**src/rtl/irq_ctrl.sv**
```systemverilog
`default_nettype none
// ============================================================================
// Module      : irq_ctrl
// Description : Edge-triggered interrupt controller. Synchronizes N_SRC raw
//               interrupt lines, latches rising edges into a pending register,
//               masks them, selects the lowest-index request and hands it to
//               CP0 through a three-state IDLE/REQ/SERVICE handshake.
// Revision    : 1.0 - initial release
// ============================================================================
module irq_ctrl #(
    parameter int N_SRC = 8,
    parameter int ID_W  = 3
) (
    input  logic             clk,
    input  logic             rst_n,
    input  logic [N_SRC-1:0] irq_src_i,
    input  logic             mask_we_i,
    input  logic [N_SRC-1:0] mask_wdata_i,
    output logic [N_SRC-1:0] mask_rdata_o,
    input  logic             ir_ack_i,
    input  logic             eret_i,
    output logic             ir_out_o,
    output logic [ID_W-1:0]  irq_id_o,
    output logic [N_SRC-1:0] pending_o
);

    typedef enum logic [1:0] {
        ST_IDLE    = 2'd0,
        ST_REQ     = 2'd1,
        ST_SERVICE = 2'd2
    } state_t;

    localparam logic [N_SRC-1:0] C_ONE = {{(N_SRC-1){1'b0}}, 1'b1};

    // Synchronizer (s1, s2) and history flop (s3)
    logic [N_SRC-1:0] s1_q;
    logic [N_SRC-1:0] s2_q;
    logic [N_SRC-1:0] s3_q;

    // Pending and mask registers with their next-state values
    logic [N_SRC-1:0] pending_q;
    logic [N_SRC-1:0] pending_d;
    logic [N_SRC-1:0] mask_q;
    logic [N_SRC-1:0] mask_d;

    // Handshake FSM and its registered outputs
    state_t           state_q;
    logic             ir_out_q;
    logic [ID_W-1:0]  irq_id_q;

    // Combinational helpers
    logic [N_SRC-1:0] w_rise;
    logic [N_SRC-1:0] w_req;
    logic [N_SRC-1:0] w_ack_clr;
    logic [ID_W-1:0]  w_winner;
    logic             w_req_any;
    logic             w_ack_take;

    // Two-flop synchronizer plus history flop; s3 holds the previous s2 value
    always_ff @(posedge clk or negedge rst_n) begin
        if (!rst_n) begin
            s1_q <= '0;
            s2_q <= '0;
            s3_q <= '0;
        end else begin
            s1_q <= irq_src_i;
            s2_q <= s1_q;
            s3_q <= s2_q;
        end
    end

    // A rising edge is seen once, in the cycle s2 is high and s3 still low
    assign w_rise    = s2_q & ~s3_q;

    // Only enabled pending bits compete for service
    assign w_req     = pending_q & mask_q;
    assign w_req_any = |w_req;

    // Lowest set index wins: scan downwards so the last hit is the smallest
    always_comb begin
        w_winner = '0;
        for (int i = N_SRC - 1; i >= 0; i--) begin
            if (w_req[i]) begin
                w_winner = ID_W'(i);
            end
        end
    end

    // Ack is only honoured while requesting; it clears the winning bit, and
    // the AND with w_req keeps an ack with no live request from clearing bit 0
    assign w_ack_take = (state_q == ST_REQ) && ir_ack_i;
    assign w_ack_clr  = w_ack_take ? (w_req & (C_ONE << w_winner)) : '0;

    // A new edge on the same bit as an ack-clear must survive, so set is ORed last
    assign pending_d  = (pending_q & ~w_ack_clr) | w_rise;

    // Mask writes never touch pending
    assign mask_d     = mask_we_i ? mask_wdata_i : mask_q;

    // Pending and mask storage
    always_ff @(posedge clk or negedge rst_n) begin
        if (!rst_n) begin
            pending_q <= '0;
            mask_q    <= '0;
        end else begin
            pending_q <= pending_d;
            mask_q    <= mask_d;
        end
    end

    // Request/service handshake; ir_out and irq_id are registered alongside state
    always_ff @(posedge clk or negedge rst_n) begin
        if (!rst_n) begin
            state_q  <= ST_IDLE;
            ir_out_q <= 1'b0;
            irq_id_q <= '0;
        end else begin
            case (state_q)
                ST_IDLE: begin
                    if (w_req_any) begin
                        state_q  <= ST_REQ;
                        ir_out_q <= 1'b1;
                    end
                end
                ST_REQ: begin
                    if (ir_ack_i) begin
                        state_q  <= ST_SERVICE;
                        ir_out_q <= 1'b0;
                        irq_id_q <= w_winner;
                    end else if (!w_req_any) begin
                        state_q  <= ST_IDLE;
                        ir_out_q <= 1'b0;
                    end
                end
                ST_SERVICE: begin
                    // No nesting: further edges just accumulate in pending
                    if (eret_i) begin
                        state_q  <= ST_IDLE;
                        ir_out_q <= 1'b0;
                    end
                end
                default: begin
                    state_q  <= ST_IDLE;
                    ir_out_q <= 1'b0;
                end
            endcase
        end
    end

    assign mask_rdata_o = mask_q;
    assign pending_o    = pending_q;
    assign ir_out_o     = ir_out_q;
    assign irq_id_o     = irq_id_q;

endmodule
`default_nettype wire

```
**config.mk**
```make
export PLATFORM = sky130hd
export DESIGN_NAME = irq_ctrl
export DESIGN_NICKNAME = d
export VERILOG_FILES = /design/src/rtl/irq_ctrl.sv
export SDC_FILE = /design/constraint.sdc
export NUM_CORES = 1
export LEC_CHECK = 0
export ABC_CLOCK_PERIOD_IN_PS = 3330
export CAP_MARGIN = 0
export CORE_ASPECT_RATIO = 1.1
export CORE_MARGIN = 2
export CORE_UTILIZATION = 35
export CTS_CLUSTER_SIZE = 20
export DETAILED_ROUTE_END_ITERATION = 16
export GPL_ROUTABILITY_DRIVEN = 0
export HOLD_SLACK_MARGIN = 0.08
export SLEW_MARGIN = 5
export SYNTH_ARGS = -nofsm -noshare
export SYNTH_HDL_FRONTEND = slang
export SYNTH_SLANG_ARGS = --single-unit
```
**constraint.sdc**
```tcl
create_clock -name clk -period 3.33 [get_ports clk]
set_input_delay 0.4995 -clock clk [delete_from_list [all_inputs] [get_ports clk]]
set_output_delay 0.4995 -clock clk [all_outputs]
set_load 0.05 [all_outputs]
```
==> impl_metrics.py, run 1 <==
metrics = {
    "status": {
        "run_status": "finished clean",
    },
    "yosys": {
        "yosys_warnings": 0,
        "synthTopCellsByArea": "dfrtp_1 (70%), mux2_2 (4.2%), a22o_1 (3.3%), inv_1 (2.8%), o21ai_0 (2.5%)",
        "synthFlopType": "dfrtp_1",
        "synth_top_area_cell": "dfrtp_1",
        "synth_top_cell_area_share": 0.699,
        "netlist_area_um2": 1610,
        "async_flop_share": 1.00,
        "synth-edff-count": 0,
        "syn_avg_cell_area_um2": 14.1,
        "synth_seq_cells": 45,
        "syn-num-nets": 135,
        "yosysSeqAreaShare": 0.699,
        "synthCells": 114,
        "ys_types": 28,
    },
    "final_layout": {
        "layout-drive-gt1-share": 0.118,
        "fin_area_um2": 2190,
        "multi_input_area_um2": 435,
        "nets": 181,
        "layout.cells.non_filler": 215,
        "seq_area_um2": 1130,
        "antennaDiodeCount": 0,
        "num-fill-cells": 387,
        "syn2layout_area_growth_pct": 35.7,
    },
    "critical_path": {
        "cp-end-kind": "primary output",
        "worst_path_max_delay_cell": "clkdlybuf4s50_1",
        "crit_start": "pending_o[3]$_DFF_PN0_",
        "worstReg2RegStart": "pending_o[1]$_DFF_PN0_",
        "cp_top_family": "buffers and inverters",
        "criticalPathCategory": "register to primary output",
        "cp.required_ns": 2.83,
        "worstPathArrival_ns": 1.64,
        "crit_chain": "clkdlybuf4s50_1",
        "r2r_slack_ns": 1.88,
        "reg2reg_to": "pending_o[1]$_DFF_PN0_",
        "crit_path_max_incr_delay_ns": 0.86,
        "crit_buf_inv": 1,
        "reg2reg_depth": 4,
        "start_kind": "register",
        "cp_max_fo": 6,
    },
    "detailed_routing": {
        "vias": 1071,
        "drt_first_pass_iters": 4,
        "viasPerCell": 4.98,
        "drt_iter0_drc": 33,
        "highest_layer": "met4",
        "m1WireLength_mm": 1.34,
        "postRouteAntennaNets": 0,
        "wl_met3_um": 169,
        "avgRoutedWirePerCell_um": 14.8,
        "met2_length_mm": 1.63,
        "wl_mm": 3.19,
        "drcViolationCount": 0,
    },
    "cts": {
        "cts_root_buf": "clkbuf_8",
        "cts_setup_buffers": 0,
        "cts_tree": "done",
        "cts_buffer_depth": 2,
        "clock_latency_ns": 0.30,
        "numCtsBuffers": 5,
        "postCtsHoldBufs": 0,
        "path_clk_slew_ns": 0.08,
        "cts_resized": 0,
        "ctsHtreeMaxLevel": 2,
        "clock-sinks": 45,
    },
    "timing": {
        "rsz0062_at_grt": "no",
        "relSlewSlack": 0.360,
        "max_freq_ghz": 0.466,
        "finalClockSkew_ns": 0.00618,
        "finalCriticalPeriod_ns": 2.14,
        "fin_crit_sh": 0.644,
        "finalMaxSlewViolations": 0,
        "hold_violations": 0,
        "setup_violations": 0,
        "finalSetupTns_ns": 0,
        "whs_ns": 0.353,
        "tightest_slew_ns": 0.960,
    },
    "die": {
        "start_util": 0.370,
        "die_width_um": 68.7,
        "core_um2": 4350,
        "chipHeight_um": 75.1,
        "die_area_um2": 5160,
        "row_count": 25,
        "io_pins": 41,
    },
    "grt": {
        "antenna_found_initial": 0,
        "grt_max_degree": 46,
        "grt_pass1_wl_mm": 5.05,
        "grt.overflow.total": 0,
        "grt_pass1_vias": 1065,
        "gr-usage-all-layers": 0.138,
    },
    "hold_path": {
        "hp-class": "register to register",
        "hold_path.startpoint": "s1_q[2]$_DFF_PN0_",
        "hold_depth": 0,
        "holdPathEnd": "s2_q[2]$_DFF_PN0_",
    },
    "power_and_ir_drop": {
        "irDropWorstVdd_uv": 314,
        "p_leak_nw": 0.960,
        "power_mw": 1.49,
        "power_density_nw_per_um2": 681,
    },
    "job": {
        "drv_cap": 0,
    },
    "place": {
        "dp_hpwl_mm": 2.29,
        "port_buffers": 40,
        "post-place-cells": 207,
        "placed_area_um2": 2070,
    },
}
## cell type report
type,count,area share
Clock buffer,7,0.0395
Clock inverter,1,0.0137
Inverter,12,0.0206
Multi-Input combinational cell,56,0.199
Sequential cell,45,0.515
Tap cell,54,0.0309
Timing Repair Buffer,40,0.181
## cell usage after synthesis, types with 2 or more instances
library cell / count
a22o_1: 6
a22oi_1: 2
dfrtp_1: 45
inv_1: 12
mux2_2: 6
nand2_1: 7
nand2b_1: 3
nand3_1: 2
nand4_1: 2
nor2b_1: 2
o21ai_0: 8
o221ai_1: 2
o41ai_1: 2
## per-stage QoR
step	utilization	setup slack, ns
2_1_floorplan	-	1.72
3_5_place_dp	0.476	1.41
6_report	0.503	1.19
5_1_grt	0.503	1.14
4_1_cts	0.503	1.17
3_3_place_gp	0.476	1.46
## flip-flops by register name (all words and copies together) (netlist names)
register	flops
state_q	1
pending_o	8
s3_q	8
mask_rdata_o	8
s1_q	8
ir_out_o	1
s2_q	8
irq_id_o	3
## layer usage
metal	up-vias	GRT usage
met2	30	0.215
li1	500	-
met5	-	0
met4	0	0.0600
met3	5	0.0433
met1	536	0.176
## worst max-delay path by stage
stage | slack [ns] | cells after the start | endpoint
after floorplan | 1.72 | 4 | pending_o[3]$_DFF_PN0_
after global placement | 1.46 | 5 | pending_o[7]$_DFF_PN0_
after detailed placement | 1.41 | 5 | pending_o[3]$_DFF_PN0_
after CTS | 1.17 | 1 | mask_rdata_o[2]
after global routing | 1.14 | 1 | mask_rdata_o[2]
final | 1.19 | 1 | pending_o[3]
## power by group
group	leakage [nW]	total, mW	switching, mW	internal, mW
sequential	0.510	0.667	0.0589	0.608
clock	0.0585	0.417	0.172	0.244
combinational	0.391	0.403	0.248	0.155
total	0.960	1.49	0.480	1.01
## layout by cell type, fill, tap and decap left out, types with 2 or more instances in the layout
cell,n
inv_1,12
dfrtp_1,45
o221ai_1,2
o21ai_0,8
o41ai_1,2
nand2b_1,3
a22o_1,6
nor2b_1,2
a22oi_1,2
nand2_1,7
nand4_1,2
mux2_2,6
clkdlybuf4s50_1,39
nand3_1,2
clkbuf_8,6
## cells by family (layout without fill, tap and decap cells)
family,count (synthesis),after routing,synth area share
flops,45,45,0.699
compound gates,30,30,0.147
simple gates,20,20,0.0816
buf+inv,13,60,0.0303
mux,6,6,0.0420
No activity file was read; power rests on OpenSTA's default activity.
==> run 2: changes to the inputs <==
ABC_CLOCK_PERIOD_IN_PS = 1850   (was 3330)
clock period = 1.85 ns   (was 3.33 ns; I/O delays follow)
==> run 2 against run 1 <==
Power is 68% higher. Final cell count is 0.93% higher. Sequential cell count stayed put. Die area stayed put. Count of clock-buffer cells in the layout stayed put. Global-route usage is 0.20 points higher. First-iteration DRC count is 30% higher.
==> impl_metrics.py, run 2 (synthesized netlist as in run 1, its figures left out) <==
metrics = {
    "power_and_ir_drop": {
        "power_density_nw_per_um2": 1170,
        "power_mw": 2.51,
        "irDropWorstVdd_uv": 486,
        "p_leak_nw": 0.967,
    },
    "timing": {
        "rsz0062_at_grt": "no",
        "setup_violations": 0,
        "setup_ws_ns": 0.107,
        "finalSetupTns_ns": 0,
        "max_freq_ghz": 0.574,
        "finalMaxSlewViolations": 0,
        "hold_violations": 0,
        "whs_ns": 0.349,
        "fin_crit_sh": 0.942,
        "finalClockSkew_ns": 0.00866,
        "relSlewSlack": 0.639,
        "tightest_slew_ns": 0.541,
        "finalCriticalPeriod_ns": 1.74,
    },
    "detailed_routing": {
        "drt_iter0_drc": 43,
        "viasPerCell": 5.03,
        "drcViolationCount": 0,
        "avgRoutedWirePerCell_um": 14.2,
        "wl_mm": 3.09,
        "vias": 1091,
        "postRouteAntennaNets": 0,
        "drt_first_pass_iters": 4,
    },
    "die": {
        "core_um2": 4350,
        "io_pins": 41,
        "die_area_um2": 5160,
        "chipHeight_um": 75.1,
        "die_width_um": 68.7,
        "row_count": 25,
        "start_util": 0.370,
    },
    "critical_path": {
        "reg2reg_depth": 4,
        "crit_chain": "clkdlybuf4s50_1",
        "cp.required_ns": 1.57,
        "criticalPathCategory": "register to primary output",
        "cp-end-kind": "primary output",
        "crit_buf_inv": 1,
        "cp_top_family": "buffers and inverters",
        "worstReg2RegStart": "pending_o[1]$_DFF_PN0_",
        "worst_path_max_delay_cell": "clkdlybuf4s50_1",
        "r2r_slack_ns": 0.40,
        "crit_path_max_incr_delay_ns": 0.80,
        "start_kind": "register",
        "worstPathArrival_ns": 1.47,
        "cp_max_fo": 2,
        "reg2reg_to": "irq_id_o[0]$_DFFE_PN0P_",
    },
    "cts": {
        "cts_tree": "done",
        "path_clk_slew_ns": 0.07,
        "clock-sinks": 45,
        "clock_latency_ns": 0.30,
        "cts_setup_buffers": 0,
        "ctsHtreeMaxLevel": 2,
        "cts_root_buf": "clkbuf_8",
        "cts_resized": 0,
        "numCtsBuffers": 5,
        "cts_buffer_depth": 2,
    },
    "grt": {
        "antenna_found_initial": 0,
        "gr-usage-all-layers": 0.140,
        "grt_pass1_vias": 1081,
        "grt_max_degree": 46,
        "grt.overflow.total": 0,
        "grt_pass1_wl_mm": 5.09,
    },
    "job": {
        "drv_cap": 0,
    },
    "final_layout": {
        "syn2layout_area_growth_pct": 32.8,
        "fin_area_um2": 2140,
        "num-fill-cells": 386,
        "seq_area_um2": 1130,
        "final_common_cell": "dfrtp_1",
        "fin_util": 0.492,
        "antennaDiodeCount": 0,
        "final_cell_mix": "dfrtp_1 (45), clkdlybuf4s50_1 (22), buf_4 (19)",
        "layout.cells.non_filler": 217,
        "layout-drive-gt1-share": 0.227,
        "nets": 184,
        "multi_input_area_um2": 435,
    },
    "hold_path": {
        "hold_depth": 0,
        "hp-class": "register to register",
        "holdPathEnd": "s2_q[7]$_DFF_PN0_",
        "hold_path.startpoint": "s1_q[7]$_DFF_PN0_",
    },
    "place": {
        "post-place-cells": 209,
        "dp_slack_ns": 0.148,
        "placed_area_um2": 2040,
        "dp_hpwl_mm": 2.25,
        "port_buffers": 40,
    },
    "status": {
        "run_status": "finished clean",
    },
}
run 2: timing repair:
action,CTS,global route
setup endpoints to repair,0,0
hold endpoints to repair,45,0
hold buffers,1,0
run 2: layout make-up:
cell class | instances | share of cell area
Inverter | 12 | 0.0211
Sequential cell | 45 | 0.527
Tap cell | 54 | 0.0316
Multi-Input combinational cell | 56 | 0.204
Timing Repair Buffer | 43 | 0.177
Clock buffer | 7 | 0.0404
run 2: worst max-delay path by stage:
stage                                  from                     end  depth (start not counted)
floorplan            pending_o[1]$_DFF_PN0_  pending_o[3]$_DFF_PN0_                          4
global placement                   ir_ack_i  pending_o[3]$_DFF_PN0_                          5
detailed placement                 ir_ack_i  pending_o[3]$_DFF_PN0_                          5
CTS                 irq_id_o[1]$_DFFE_PN0P_             irq_id_o[1]                          1
global route        irq_id_o[1]$_DFFE_PN0P_             irq_id_o[1]                          1
finish              irq_id_o[1]$_DFFE_PN0P_             irq_id_o[1]                          1
run 2: routing by layer:
metal,vias to the layer above,part of all wire,track usage
met5,-,0,0
met4,0,0.017,0.0778
met3,6,0.069,0.0568
met2,37,0.52,0.205
met1,543,0.40,0.174
li1,505,-,-
run 2: power by group:
part / internal, mW / switching [mW] / leakage (nW)
sequential: 1.10 / 0.103 / 0.510
combinational: 0.266 / 0.447 / 0.412
clock: 0.296 / 0.297 / 0.0443
